`src/rtl/sap_control_sequencer_pkg.sv`:
```
`default_nettype none
// ============================================================================
//  Module   : sap_ctrl_pkg
//  Purpose  : Shared opcode values, T-state encoding and control-word layout
//             for the SAP-style control sequencer.
//  Revision : 1.0  initial release
// ============================================================================
package sap_ctrl_pkg;

   // IR high-nibble opcode values; anything else behaves as NOP
   localparam logic [3:0] c_OP_NOP = 4'd0;
   localparam logic [3:0] c_OP_LDA = 4'd1;
   localparam logic [3:0] c_OP_ADD = 4'd2;
   localparam logic [3:0] c_OP_SUB = 4'd3;
   localparam logic [3:0] c_OP_OUT = 4'd4;
   localparam logic [3:0] c_OP_HLT = 4'd15;

   // T-states are encoded 1..6 so the debug output reads naturally;
   // 0 and 7 are illegal and recover to T1
   typedef enum logic [2:0] {
      T1 = 3'd1,
      T2 = 3'd2,
      T3 = 3'd3,
      T4 = 3'd4,
      T5 = 3'd5,
      T6 = 3'd6
   } tstate_t;

   // Opcode class after folding unknown values into NOP
   typedef enum logic [2:0] {
      INS_NOP = 3'd0,
      INS_LDA = 3'd1,
      INS_ADD = 3'd2,
      INS_SUB = 3'd3,
      INS_OUT = 3'd4,
      INS_HLT = 3'd5
   } instr_t;

   // One field per datapath control pin
   typedef struct packed {
      logic enablePC;
      logic incPC;
      logic latchMAR;
      logic enableRAM;
      logic latchIR;
      logic enableIR;
      logic latchA;
      logic enableA;
      logic latchB;
      logic enableALU;
      logic sub;
      logic latchOut;
   } ctrl_t;

   localparam ctrl_t CTRL_IDLE = '0;

endpackage : sap_ctrl_pkg
`default_nettype wire

```
`src/rtl/sap_control_sequencer_if.sv`:
```
`default_nettype none
// ============================================================================
//  Module   : sap_control_sequencer_if
//  Purpose  : Run/opcode inputs and control-word outputs exchanged between
//             the sequencer (master) and the datapath (slave).
//  Revision : 1.0  initial release
// ============================================================================
interface sap_control_sequencer_if #(
   parameter int OPW = 4
);
   logic           Run;
   logic [OPW-1:0] Opcode;
   logic           EnablePC;
   logic           IncPC;
   logic           LatchMAR;
   logic           EnableRAM;
   logic           LatchIR;
   logic           EnableIR;
   logic           LatchA;
   logic           EnableA;
   logic           LatchB;
   logic           EnableALU;
   logic           Sub;
   logic           LatchOut;
   logic           Halted;
   logic [2:0]     TState;

   modport master (
      input  Run, Opcode,
      output EnablePC, IncPC, LatchMAR, EnableRAM, LatchIR, EnableIR,
             LatchA, EnableA, LatchB, EnableALU, Sub, LatchOut,
             Halted, TState
   );

   modport slave (
      output Run, Opcode,
      input  EnablePC, IncPC, LatchMAR, EnableRAM, LatchIR, EnableIR,
             LatchA, EnableA, LatchB, EnableALU, Sub, LatchOut,
             Halted, TState
   );

endinterface : sap_control_sequencer_if
`default_nettype wire

```
`src/rtl/sap_control_sequencer_decode.sv`:
```
`default_nettype none
// ============================================================================
//  Module   : sap_ctrl_decode
//  Purpose  : Pure combinational map (T-state, opcode) -> control word, plus
//             the last-step and halt-step flags used by the sequencer.
//  Revision : 1.0  initial release
// ============================================================================
module sap_ctrl_decode
   import sap_ctrl_pkg::*;
#(
   parameter int OPW       = 4,
   parameter int FIXED_LEN = 0
) (
   input  tstate_t        tState,
   input  logic [OPW-1:0] opcode,
   output ctrl_t          ctrlWord,
   output logic           isLast,
   output logic           haltStep
);

   instr_t w_instr;
   logic   w_varLast;

   // Fold the raw opcode into an instruction class; unknown values are NOP
   always_comb begin
      w_instr = INS_NOP;
      if (opcode == OPW'(c_OP_LDA))      w_instr = INS_LDA;
      else if (opcode == OPW'(c_OP_ADD)) w_instr = INS_ADD;
      else if (opcode == OPW'(c_OP_SUB)) w_instr = INS_SUB;
      else if (opcode == OPW'(c_OP_OUT)) w_instr = INS_OUT;
      else if (opcode == OPW'(c_OP_HLT)) w_instr = INS_HLT;
   end

   // Per-step control word; each step enables at most one driver and one latch
   always_comb begin
      ctrlWord  = CTRL_IDLE;
      w_varLast = 1'b0;
      haltStep  = 1'b0;
      case (tState)
         T1: begin
            ctrlWord.enablePC = 1'b1;
            ctrlWord.latchMAR = 1'b1;
         end
         T2: ctrlWord.incPC = 1'b1;
         T3: begin
            ctrlWord.enableRAM = 1'b1;
            ctrlWord.latchIR   = 1'b1;
         end
         T4: begin
            case (w_instr)
               INS_LDA, INS_ADD, INS_SUB: begin
                  ctrlWord.enableIR = 1'b1;
                  ctrlWord.latchMAR = 1'b1;
               end
               INS_OUT: begin
                  ctrlWord.enableA  = 1'b1;
                  ctrlWord.latchOut = 1'b1;
                  w_varLast         = 1'b1;
               end
               INS_HLT: begin
                  haltStep  = 1'b1;
                  w_varLast = 1'b1;
               end
               default: w_varLast = 1'b1;
            endcase
         end
         T5: begin
            case (w_instr)
               INS_LDA: begin
                  ctrlWord.enableRAM = 1'b1;
                  ctrlWord.latchA    = 1'b1;
                  w_varLast          = 1'b1;
               end
               INS_ADD, INS_SUB: begin
                  ctrlWord.enableRAM = 1'b1;
                  ctrlWord.latchB    = 1'b1;
               end
               default: w_varLast = 1'b1;
            endcase
         end
         T6: begin
            w_varLast = 1'b1;
            if (w_instr == INS_ADD || w_instr == INS_SUB) begin
               ctrlWord.enableALU = 1'b1;
               ctrlWord.latchA    = 1'b1;
               ctrlWord.sub       = (w_instr == INS_SUB);
            end
         end
         default: ;
      endcase
   end

   // Fixed-length builds always run the full six steps
   assign isLast = (FIXED_LEN != 0) ? (tState == T6) : w_varLast;

endmodule : sap_ctrl_decode
`default_nettype wire

```
`src/rtl/sap_control_sequencer.sv`:
```
`default_nettype none
// ============================================================================
//  Module   : sap_control_sequencer
//  Purpose  : T-state counter, run/halt handling and Clear override for the
//             SAP-style CPU; drives the per-cycle datapath control word.
//  Revision : 1.0  initial release
// ============================================================================
module sap_control_sequencer
   import sap_ctrl_pkg::*;
#(
   parameter int OPW        = 4,
   parameter int FIXED_LEN  = 0,
   parameter int HLT_STICKY = 1
) (
   input  wire logic               MainClock,
   input  wire logic               Clear,
   sap_control_sequencer_if.master bus
);

   tstate_t r_tState;
   tstate_t w_nextState;
   logic    r_halted;
   logic    w_nextHalted;
   logic    r_runPrev;
   logic    w_runRise;
   logic    w_legal;
   logic    w_isLast;
   logic    w_haltStep;
   ctrl_t   w_decWord;
   ctrl_t   w_ctrl;

   sap_ctrl_decode #(
      .OPW       (OPW),
      .FIXED_LEN (FIXED_LEN)
   ) u_decode (
      .tState   (r_tState),
      .opcode   (bus.Opcode),
      .ctrlWord (w_decWord),
      .isLast   (w_isLast),
      .haltStep (w_haltStep)
   );

   assign w_legal   = r_tState inside {T1, T2, T3, T4, T5, T6};
   assign w_runRise = bus.Run & ~r_runPrev;

   // State, halt flag and Run history; Clear wins over everything
   always_ff @(posedge MainClock) begin
      if (Clear) begin
         r_tState  <= T1;
         r_halted  <= 1'b0;
         r_runPrev <= 1'b0;
      end else begin
         r_tState  <= w_nextState;
         r_halted  <= w_nextHalted;
         r_runPrev <= bus.Run;
      end
   end

   // Next T-state: park in T1 when not running, freeze while halted
   always_comb begin
      w_nextState  = r_tState;
      w_nextHalted = r_halted;
      if (!w_legal) begin
         w_nextState = T1;
      end else if (r_halted) begin
         if (HLT_STICKY == 0 && w_runRise) begin
            w_nextHalted = 1'b0;
            w_nextState  = T1;
         end
      end else begin
         case (r_tState)
            T1: if (bus.Run) w_nextState = T2;
            T2: w_nextState = T3;
            T3: w_nextState = T4;
            T4: begin
               if (w_haltStep)    w_nextHalted = 1'b1;
               else if (w_isLast) w_nextState  = T1;
               else               w_nextState  = T5;
            end
            T5: w_nextState = w_isLast ? T1 : T6;
            default: w_nextState = T1;
         endcase
      end
   end

   // Output gating: Clear, halt, a parked T1 or an illegal state give idle
   always_comb begin
      w_ctrl = CTRL_IDLE;
      if (!Clear && !r_halted && w_legal && !(r_tState == T1 && !bus.Run))
         w_ctrl = w_decWord;
   end

   assign bus.EnablePC  = w_ctrl.enablePC;
   assign bus.IncPC     = w_ctrl.incPC;
   assign bus.LatchMAR  = w_ctrl.latchMAR;
   assign bus.EnableRAM = w_ctrl.enableRAM;
   assign bus.LatchIR   = w_ctrl.latchIR;
   assign bus.EnableIR  = w_ctrl.enableIR;
   assign bus.LatchA    = w_ctrl.latchA;
   assign bus.EnableA   = w_ctrl.enableA;
   assign bus.LatchB    = w_ctrl.latchB;
   assign bus.EnableALU = w_ctrl.enableALU;
   assign bus.Sub       = w_ctrl.sub;
   assign bus.LatchOut  = w_ctrl.latchOut;
   assign bus.Halted    = r_halted;
   assign bus.TState    = r_tState;

endmodule : sap_control_sequencer
`default_nettype wire

```
`src/flat_wrapper.sv`:
```
// flat-port wrapper written by rule: the top's interface ports become plain ports
module sap_control_sequencer_flat import sap_ctrl_pkg::*;
#(
   parameter int OPW        = 4,
   parameter int FIXED_LEN  = 0,
   parameter int HLT_STICKY = 1
)
  (MainClock, Clear, bus_Run, bus_Opcode, bus_EnablePC, bus_IncPC, bus_LatchMAR, bus_EnableRAM, bus_LatchIR, bus_EnableIR, bus_LatchA, bus_EnableA, bus_LatchB, bus_EnableALU, bus_Sub, bus_LatchOut, bus_Halted, bus_TState);
  sap_control_sequencer_if #(.OPW(OPW)) bus_i ();
  input  wire logic MainClock;
  input  wire logic Clear;
  input wire logic [$bits(bus_i.Run)-1:0] bus_Run;
  input wire logic [$bits(bus_i.Opcode)-1:0] bus_Opcode;
  output wire logic [$bits(bus_i.EnablePC)-1:0] bus_EnablePC;
  output wire logic [$bits(bus_i.IncPC)-1:0] bus_IncPC;
  output wire logic [$bits(bus_i.LatchMAR)-1:0] bus_LatchMAR;
  output wire logic [$bits(bus_i.EnableRAM)-1:0] bus_EnableRAM;
  output wire logic [$bits(bus_i.LatchIR)-1:0] bus_LatchIR;
  output wire logic [$bits(bus_i.EnableIR)-1:0] bus_EnableIR;
  output wire logic [$bits(bus_i.LatchA)-1:0] bus_LatchA;
  output wire logic [$bits(bus_i.EnableA)-1:0] bus_EnableA;
  output wire logic [$bits(bus_i.LatchB)-1:0] bus_LatchB;
  output wire logic [$bits(bus_i.EnableALU)-1:0] bus_EnableALU;
  output wire logic [$bits(bus_i.Sub)-1:0] bus_Sub;
  output wire logic [$bits(bus_i.LatchOut)-1:0] bus_LatchOut;
  output wire logic [$bits(bus_i.Halted)-1:0] bus_Halted;
  output wire logic [$bits(bus_i.TState)-1:0] bus_TState;
  assign bus_i.Run = bus_Run;
  assign bus_i.Opcode = bus_Opcode;
  assign bus_EnablePC = bus_i.EnablePC;
  assign bus_IncPC = bus_i.IncPC;
  assign bus_LatchMAR = bus_i.LatchMAR;
  assign bus_EnableRAM = bus_i.EnableRAM;
  assign bus_LatchIR = bus_i.LatchIR;
  assign bus_EnableIR = bus_i.EnableIR;
  assign bus_LatchA = bus_i.LatchA;
  assign bus_EnableA = bus_i.EnableA;
  assign bus_LatchB = bus_i.LatchB;
  assign bus_EnableALU = bus_i.EnableALU;
  assign bus_Sub = bus_i.Sub;
  assign bus_LatchOut = bus_i.LatchOut;
  assign bus_Halted = bus_i.Halted;
  assign bus_TState = bus_i.TState;
  sap_control_sequencer #(.OPW(OPW), .FIXED_LEN(FIXED_LEN), .HLT_STICKY(HLT_STICKY)) u_core (.MainClock(MainClock), .Clear(Clear), .bus(bus_i));
endmodule
```
`config.mk`:
```
export PLATFORM = sky130hd
export DESIGN_NAME = sap_control_sequencer_flat
export DESIGN_NICKNAME = d
export VERILOG_FILES = /design/src/rtl/sap_control_sequencer_pkg.sv /design/src/rtl/sap_control_sequencer_if.sv /design/src/rtl/sap_control_sequencer_decode.sv /design/src/rtl/sap_control_sequencer.sv /design/src/flat_wrapper.sv
export SDC_FILE = /design/constraint.sdc
export NUM_CORES = 1
export LEC_CHECK = 0
export CAP_MARGIN = 20
export CORE_MARGIN = 3
export CORE_UTILIZATION = 40
export DETAILED_ROUTE_END_ITERATION = 10
export GPL_TIMING_DRIVEN = 0
export PLACE_DENSITY = 0.74
export SYNTH_ARGS = -nofsm -noshare
export SYNTH_HDL_FRONTEND = slang
export SYNTH_HIERARCHICAL = 1
export SYNTH_SLANG_ARGS = --single-unit
export TNS_END_PERCENT = 10
```
`constraint.sdc`:
```
create_clock -name MainClock -period 2.85 [get_ports MainClock]
set_input_delay 0.855 -clock MainClock [delete_from_list [all_inputs] [get_ports MainClock]]
set_output_delay 0.855 -clock MainClock [all_outputs]
set_load 0.01 [all_outputs]
```
# Yosys cells after proc, flatten, opt, wreduce, memory -nomap -nowiden
# Index checks and enable logic that the tools add are counted.
[totals]
regBits = 4
latch_bits = 0
ramBits = 0
romBits = 0
in_bits = 7
output_inout_bits = 16
wordCells = 71
n_memories = 0
[op_classes]
add_sub_neg = 0
multipliers = 0
div = 0
magnitude_cmp = 0
n_eq_ne = 18
shifts = 0
n_mux = 35
bitwise = 2
n_reduce_logical = 14
[op_table]
columns = ["cell", "n"]
rows = [
  ["3-bit 2-to-1 mux", 9],
  ["1-bit 2-to-1 mux", 18],
  ["3-bit == test (second input constant)", 5],
  ["3-bit case mux with 5 select lines", 1],
  ["3-bit by 2-bit == test with 1-bit output (second input constant)", 4],
  ["12-bit 2-to-1 mux", 1],
  ["4-bit by 2-bit == test with 1-bit output (second input constant)", 2],
  ["3-bit by 1-bit == test with 1-bit output (second input constant)", 2],
  ["1-bit case mux with 2 select lines", 3],
  ["6-bit nonzero test", 1],
  ["4-bit by 1-bit == test with 1-bit output (second input constant)", 1],
  ["4-bit by 3-bit == test with 1-bit output (second input constant)", 1],
  ["4-bit == test (second input constant)", 1],
  ["1-bit logical AND", 4],
  ["1-bit zero test", 4],
  ["2-bit 2-to-1 mux", 2],
  ["2-bit != test (second input constant)", 2],
  ["2-bit OR reduction", 2],
  ["1-bit case mux with 3 select lines", 1],
  ["3-bit AND reduction", 1],
  ["3-bit OR reduction", 1],
  ["1-bit NOT", 2],
  ["1-bit logical OR", 1],
]

# Depth between registers and ports, before layout
# Gate-level depths: netlist (run 1).
[depth]
ltp_word = 13
ltp_mapped = 7

# Cells and area by module
# Netlist (run 1), hierarchy kept.
[modules_own_cells]
columns = ["mod", "instances", "cells_each", "area_each_um2", "seq_area_each_um2"]
rows = [
  ["sap_control_sequencer", 1, 43, 351.6, 80.1],
  ["sap_ctrl_decode", 1, 32, 187.7, 0.0],
]

# Worst setup path after synthesis (run 1)
# OpenSTA, ideal clock, no wires.
[synth_path]
kind = "input-to-output"
start = "input port bus_Opcode[3]"
end = "output port bus_LatchMAR"
arrival_time_ns = 1.559
required_ns = 1.995
setup_slack_ns = 0.436
cell_stages = 4
n_path_buf = 0
path_cell_list = "nor2_1 > o21ai_1 > o32ai_1 > and2_1"
[synth_lines]
columns = ["item", "line", "rtl"]
rows = [
  ["start, declared", "flat_wrapper.sv:13", "input wire logic [$bits(bus_i.Opcode)-1:0] bus_Opcode;"],
  ["end, declared", "flat_wrapper.sv:16", "output wire logic [$bits(bus_i.LatchMAR)-1:0] bus_LatchMAR;"],
]

# Final worst setup path (run 1)
[layout_path]
start = "input port bus_Run"
end = "output port bus_LatchB"
[layout_between]
elab_chain_cells = 5
[layout_rtl]
columns = ["item", "line", "rtl"]
rows = [
  ["start, declared", "flat_wrapper.sv:12", "input wire logic [$bits(bus_i.Run)-1:0] bus_Run;"],
  ["1-bit zero test", "sap_control_sequencer.sv:89", "if (!Clear && !r_halted && w_legal && !(r_tState == T1 && !bus.Run))"],
  ["1-bit logical AND", "sap_control_sequencer.sv:89", ""],
  ["1-bit zero test", "sap_control_sequencer.sv:89", ""],
  ["1-bit logical AND", "sap_control_sequencer.sv:89", ""],
  ["12-bit 2-to-1 mux", "sap_control_sequencer.sv:89", ""],
  ["end, declared", "flat_wrapper.sv:22", "output wire logic [$bits(bus_i.LatchB)-1:0] bus_LatchB;"],
]
# No other way between the ends.

==> results of run 1 <==
[synth_stat cells, drive strengths merged]
cell type	n	share of area [%]
a211o	1	1.6
a211oi	1	1.4
a21o	1	1.6
a21oi	1	0.93
a311oi	1	1.6
a31oi	3	3.5
and2	13	15
and3	2	2.3
and3b	1	1.6
and4	1	1.6
buf	5	6.7
dfxtp	4	15
inv	2	1.4
nand2	4	2.8
nand2b	4	6.0
nand3	2	1.9
nand3b	4	5.6
nor2	5	3.5
nor2b	4	4.6
nor3	2	1.9
nor3b	1	1.4
nor4	2	3.5
o21ai	4	3.7
o21bai	2	2.8
o31ai	1	1.4
o32a	1	2.1
o32ai	1	1.6
or2b	1	1.4
or3b	1	1.6
[stage by stage]
step                      setup WS, ps  cells  utilization (%)
after detailed placement          -662    111             65.5
after global routing             -3.03    122             69.5
after floorplan                    436     75                -
after CTS                         9.27    122             69.6
after global placement            -665    111             65.5
final                             49.7    122             69.5
[registers in the layout, summed over array words and instances, names as in the netlist]
signal	flops
u_core/bus.TState	3
u_core/bus.Halted	1
[timing repair]
item,4_1_cts,5_1_grt
gates resized for setup,57,11
endpoints found under the setup margin,12,8
pin swaps,5,2
buffers inserted,7,0
cloned,1,0
[layout make-up]
cell class,instances,share of cell area [%]
Buffer,5,4.70
Clock buffer,3,2.73
Inverter,2,0.910
Multi-Input combinational cell,64,54.6
Sequential cell,4,10.0
Tap cell,14,2.12
Timing Repair Buffer,30,24.9
[logic make-up (layout without fill, tap and decap cells)]
logic type | count (synthesis) | count (layout) | synth area share [%]
AOI/OAI and AO/OA | 17 | 17 | 22.3
buffers and inverters | 7 | 40 | 8.12
DFF | 4 | 4 | 14.8
and+or+nand+nor | 47 | 47 | 54.8
[path summary, 6_finish.rpt]
kind,slack [ps],to,start,depth (start not counted)
min,610,u_core/bus.TState[1],u_core/bus.Halted,2
max reg2reg,1120,u_core/bus.TState[0],u_core/bus.TState[1],6
max,50,bus_LatchB,bus_Run,8
min reg2reg,610,u_core/bus.TState[1],u_core/bus.Halted,2
[critical path, stage by stage]
cell      delay (ps)
buf_2            130
a211oi_4         230
nor4_4            70
buf_2            140
buf_4            130
buf_4            120
and2_1           140
buf_2            130
[routing by layer]
| metal | global-route usage (%) | vias up |
|---|---|---|
| li1 | - | 334 |
| met1 | 24.2 | 305 |
| met2 | 31.7 | 25 |
| met3 | 6.36 | 2 |
| met4 | 3.73 | 0 |
| met5 | 0 | - |
[power groups by stage]
stage	clock network (W)	registers [W]	logic [W]
after detailed placement	0	0.0000786	0.000124
final	0.0000712	0.0000809	0.000141
after global routing	0.0000809	0.0000831	0.000155
after CTS	0.0000733	0.0000784	0.000136
after global placement	0	0.0000789	0.000123
after floorplan	0	0.0000769	0.0000752
==> results.cfg, run 1 <==
[outcome]
status = finished, final reports clean

[placement]
portBuffers = 22
placed_area_um2 = 777
hpwl_um = 1000
place.gp.congestion = 0.708

[layout]
nets = 117
layout.filler_cells = 107
final_area_um2 = 825
multi_input_area_um2 = 450
final_common_cell = and2_1
layout_common_cells = and2_1 (13), buf_2 (12), buf_4 (10)
ff_latch_area_um2 = 82.6
drive_above_1_share_pct = 37.0
area_delta_synth_final_pct = 52.9
diodes = 0

[synth]
avgSynthCellArea_um2 = 7.19
ys_ff_latch = 4
synth_cell_types = 34
synthCells = 75
syn-num-nets = 82
synth_area_um2 = 539
yosysWarnings = 6
ys_seq_area_share_pct = 14.8

[worst_setup_path]
cp_max_fo = 4
cp-end-kind = output pin
cp-start-kind = input pin
crit_required_ps = 2000
cp.arrival_ps = 1950
crit_type = in2out

[timing]
rsz0062_at_grt = true
finalMaxSlewViolations = 0
hold_viol = 0
slew_headroom_pct = 78.5
setup_viol = 0
fin_crit_ps = 2800
worst_pin_slew_ps = 323
tns_ps = 0
clock.fmax_mhz = 357
clock_skew_ps = 7.10
post-route-period-util_pct = 98.3
timing.hold.ws_ps = 612

[global_routing]
antenna_found_initial = 0
grt_max_degree = 16
grt_pass1_vias = 599
grt_first_pass_wirelength_um = 2730
global_route.overflow_total = 0
grt_usage_pct = 19.3

[routing]
antenna_left = 0
dr_wl_met2_um = 749
drc = 0
drt_iter0_markers = 22
vias_per_cell = 5.46
num_vias = 666
wl_um = 1590
routed_wire_length_per_instance_um = 13.0
route.met3.wl_um = 145
wl_met1_um = 679
first_pass_iters = 4
routed.top_layer = met4

[die]
die_area_um2 = 1820
fp.dieW_um = 42.7
initial_core_util_pct = 45.5
pin_count = 23
num_rows = 12
core_um2 = 1190
die_height_um = 42.7

[clocking]
numCtsBuffers = 3
cts_root_buf = clkbuf_4
path_clk_slew_ps = 40
clk_latency_ps = 240
cts.sinks = 4
cts_tree = yes
postCtsHoldBufs = 0
clockBufferDepth = 2
h-tree-depth = 1

[pwr]
internal_power_w = 0.000186
p_comb_share_pct = 48.1
cellLeakagePower_nw = 0.380
sw_frac_of_total_pct = 36.5
pwr-share-clk_pct = 24.3
max-vdd-ir-drop_uv = 429
power_density_nw_per_um2 = 355
p_total_w = 0.000293
p_sw_w = 0.000107
pwr-share-seq_pct = 27.6

[run]
max_cap_violations = 0

[hold_path]
min_path_type = reg2reg
Power figures use the tool's default switching activity.
==> run 2: changes to the inputs <==
Settings changed: ABC_CLOCK_PERIOD_IN_PS set to 2850.
==> results of run 2 <==
Same layout as run 1: the final DEF is identical, and so are final timing and power.
==> run 3: changes to the inputs <==
Settings changed: CELL_PAD_IN_SITES_DETAIL_PLACEMENT set to 0, CELL_PAD_IN_SITES_GLOBAL_PLACEMENT set to 1, CORE_UTILIZATION 40 to 27, PLACE_DENSITY 0.74 to 0.78, SYNTH_HIERARCHICAL 1 to not set.
==> run 3 against run 2 <==
  * First-iteration DRC count is 9.1% higher
  * Flip-flop and latch count stayed put
  * Sequential power is 7.8% lower
  * Clock skew is 0.52 ps lower
  * Via count is 12% lower
  * Synthesized area is 19% lower
  * Cell area is 14% lower
  * Combinational power is 19% higher
  * Non-clock buffer count is 5 lower
  * Clock-buffer cell count stayed put
==> results.cfg, run 3 <==
[routing]
antenna_left = 0
drt_iter0_markers = 24
first_pass_iters = 4
wl_um = 1470
num_vias = 583
vias_per_cell = 5.77
routed_wire_length_per_instance_um = 14.5
drc = 0

[layout]
final_common_cell = buf_2
layout_common_cells = buf_2 (10), nor2_1 (7), clkdlybuf4s50_1 (5)
diodes = 0
multi_input_area_um2 = 357
final_area_um2 = 711
nets = 95
fin_util_pct = 50.8
drive_above_1_share_pct = 37.2
ff_latch_area_um2 = 80.1
layout.filler_cells = 149
area_delta_synth_final_pct = 62.8
largest_reg_flops = 3

[synth]
ys_async_sr_fraction_pct = 0
ys_seq_area_share_pct = 18.3
yosys.area.top_type = dfxtp_1
yosysMostFrequentCell = nor2_1
synth_top_area_share_pct = 18.3
syn-num-nets = 64
avgSynthCellArea_um2 = 7.66
synth_top_family_by_area = simple AND/OR/NAND/NOR gates
synth-edff-count = 0
synthXorXnorAreaFrac_pct = 0
synth-compound-area-share_pct = 28.1
synth_cell_types = 29
ys.flop_type = dfxtp_1
synth_area_um2 = 437
synth_fa_ha_area_share_pct = 0
yosysWarnings = 0
synth-simple-area-share_pct = 45.6
ys_ff_latch = 4
synthCells = 57
ys_top_cells_by_count = nor2_1 (8), dfxtp_1 (4), nand2_1 (4), nor3_1 (4), nor4_1 (3)
synth_area_leaders = dfxtp_1 (18%), nor2_1 (6.9%), a41oi_4 (6.3%), and4bb_2 (5.7%), nor3_1 (4.6%)
synthMuxAreaShare_pct = 2.29

[pwr]
cellLeakagePower_nw = 0.304
p_sw_w = 0.000126
internal_power_w = 0.000189
sw_frac_of_total_pct = 40.1
max-vdd-ir-drop_uv = 303
p_total_w = 0.000315
power_density_nw_per_um2 = 444
pwr-share-clk_pct = 23.2
pwr-share-seq_pct = 23.6
p_comb_share_pct = 53.2

[worst_setup_path]
cp-end-kind = output pin
cp_max_fo = 3
worstPathCellList = buf_6 -> nand2_2 -> a2111o_1 -> and4bb_2 -> buf_6 -> buf_6
crit_type = in2out
crit_path_max_incr_delay_ps = 460
cp-start-kind = input pin
cp.arrival_ps = 1960
r2r_slack_ps = 1300
crit_required_ps = 2000
critPathSlowestCell = a2111o_1
cpMostUsedCell = buf_6

[timing]
setup_viol = 0
rsz0062_at_grt = true
fin_crit_ps = 2820
worst_pin_slew_ps = 503
post-route-period-util_pct = 98.8
slew_headroom_pct = 66.5
tns_ps = 0
clock.fmax_mhz = 355
clock_skew_ps = 6.58
finalMaxSlewViolations = 0
hold_viol = 0
timing.hold.ws_ps = 601

[clocking]
cts_root_buf = clkbuf_4
h-tree-depth = 1
numCtsBuffers = 3
path_clk_slew_ps = 40
clk_latency_ps = 240
cts.sinks = 4
clockBufferDepth = 2
cts_tree = yes

[die]
fp.dieW_um = 46.2
die_height_um = 46.2
core_um2 = 1400
die_area_um2 = 2140
num_rows = 13
pin_count = 23
initial_core_util_pct = 31.2

[outcome]
status = finished, final reports clean

[run]
max_cap_violations = 0

[placement]
hpwl_um = 1050
place.gp.congestion = 0.762
placed_area_um2 = 676
portBuffers = 22

[global_routing]
grt_max_degree = 11
global_route.overflow_total = 0
grt_usage_pct = 15.1
grt_first_pass_wirelength_um = 2280
grt_pass1_vias = 492
antenna_found_initial = 0

[hold_path]
min_path_type = reg2reg
[run 3: changes by cell type in the layout (fill, tap and decap cells not counted), moves of 3 or more]
cell and delta:
and2_1 -12, buf_4 -6, a31oi_1 -3, buf_6 +3, clkbuf_2 -3, nor2_1 +3, nor2b_1 -3, nor4_1 +3
[run 3: layer usage]
metal / vias to the layer above / wire length (um) / global-route usage [%]
li1: 280 / - / -
met1: 267 / 622 / 19.6
met2: 34 / 696 / 23.4
met3: 2 / 144 / 5.86
met4: 0 / 6 / 3.41
met5: - / 0 / 0
[run 3: layout make-up]
class | count | area share (%)
sequential | 4 | 11.3
buffer | 4 | 3.87
clock buffer | 3 | 3.17
tap | 15 | 2.64
multi-input combinational | 48 | 50.2
inverter | 1 | 0.528
timing repair buffer | 26 | 28.3
[run 3: logic make-up (layout without fill, tap and decap cells)]
| family | Yosys count | in the layout |
|---|---|---|
| flops | 4 | 4 |
| compound gates | 13 | 13 |
| buf+inv | 5 | 34 |
| mux | 1 | 1 |
| simple gates | 34 | 34 |
[run 3: power by group through the flow]
| stage | Combinational (W) | Clock, W | Sequential, W |
|---|---|---|---|
| 3_5_place_dp | 0.000157 | 0 | 0.0000748 |
| 5_1_grt | 0.000184 | 0.0000814 | 0.0000765 |
| 3_3_place_gp | 0.000158 | 0 | 0.0000751 |
| 2_1_floorplan | 0.0000890 | 0 | 0.0000765 |
| 6_report | 0.000168 | 0.0000730 | 0.0000746 |
| 4_1_cts | 0.000163 | 0.0000746 | 0.0000740 |
[run 3: per-stage QoR]
| step | setup slack [ps] | instances |
|---|---|---|
| 4_1_cts | -45.2 | 101 |
| 6_report | 33.9 | 101 |
| 3_3_place_gp | -907 | 94 |
| 3_5_place_dp | -874 | 94 |
| 5_1_grt | -9.11 | 101 |
| 2_1_floorplan | 147 | 57 |
[run 3: worst max-delay path: cells and delay by family]
family	cells	cell delay [ps]
AO/OA/AOI/OAI	1	460
AND/OR/NAND/NOR	2	390
buffers and inverters	3	260
[run 3: worst paths after layout]
check	from	to	cells after the start
worst max-delay path	bus_Run	bus_LatchOut	6
worst max register to register	u_core.bus.TState[0]	u_core.bus.TState[1]	4
worst min register to register	u_core.bus.Halted	u_core.bus.TState[1]	2
worst min-delay path	u_core.bus.Halted	u_core.bus.TState[1]	2
[run 3: timing repair]
action,CTS,global route
pin swaps,3,3
cloned,0,0
setup buffers,4,0
setup endpoints to repair,12,7
resized for setup,59,12
hold buffers,0,0
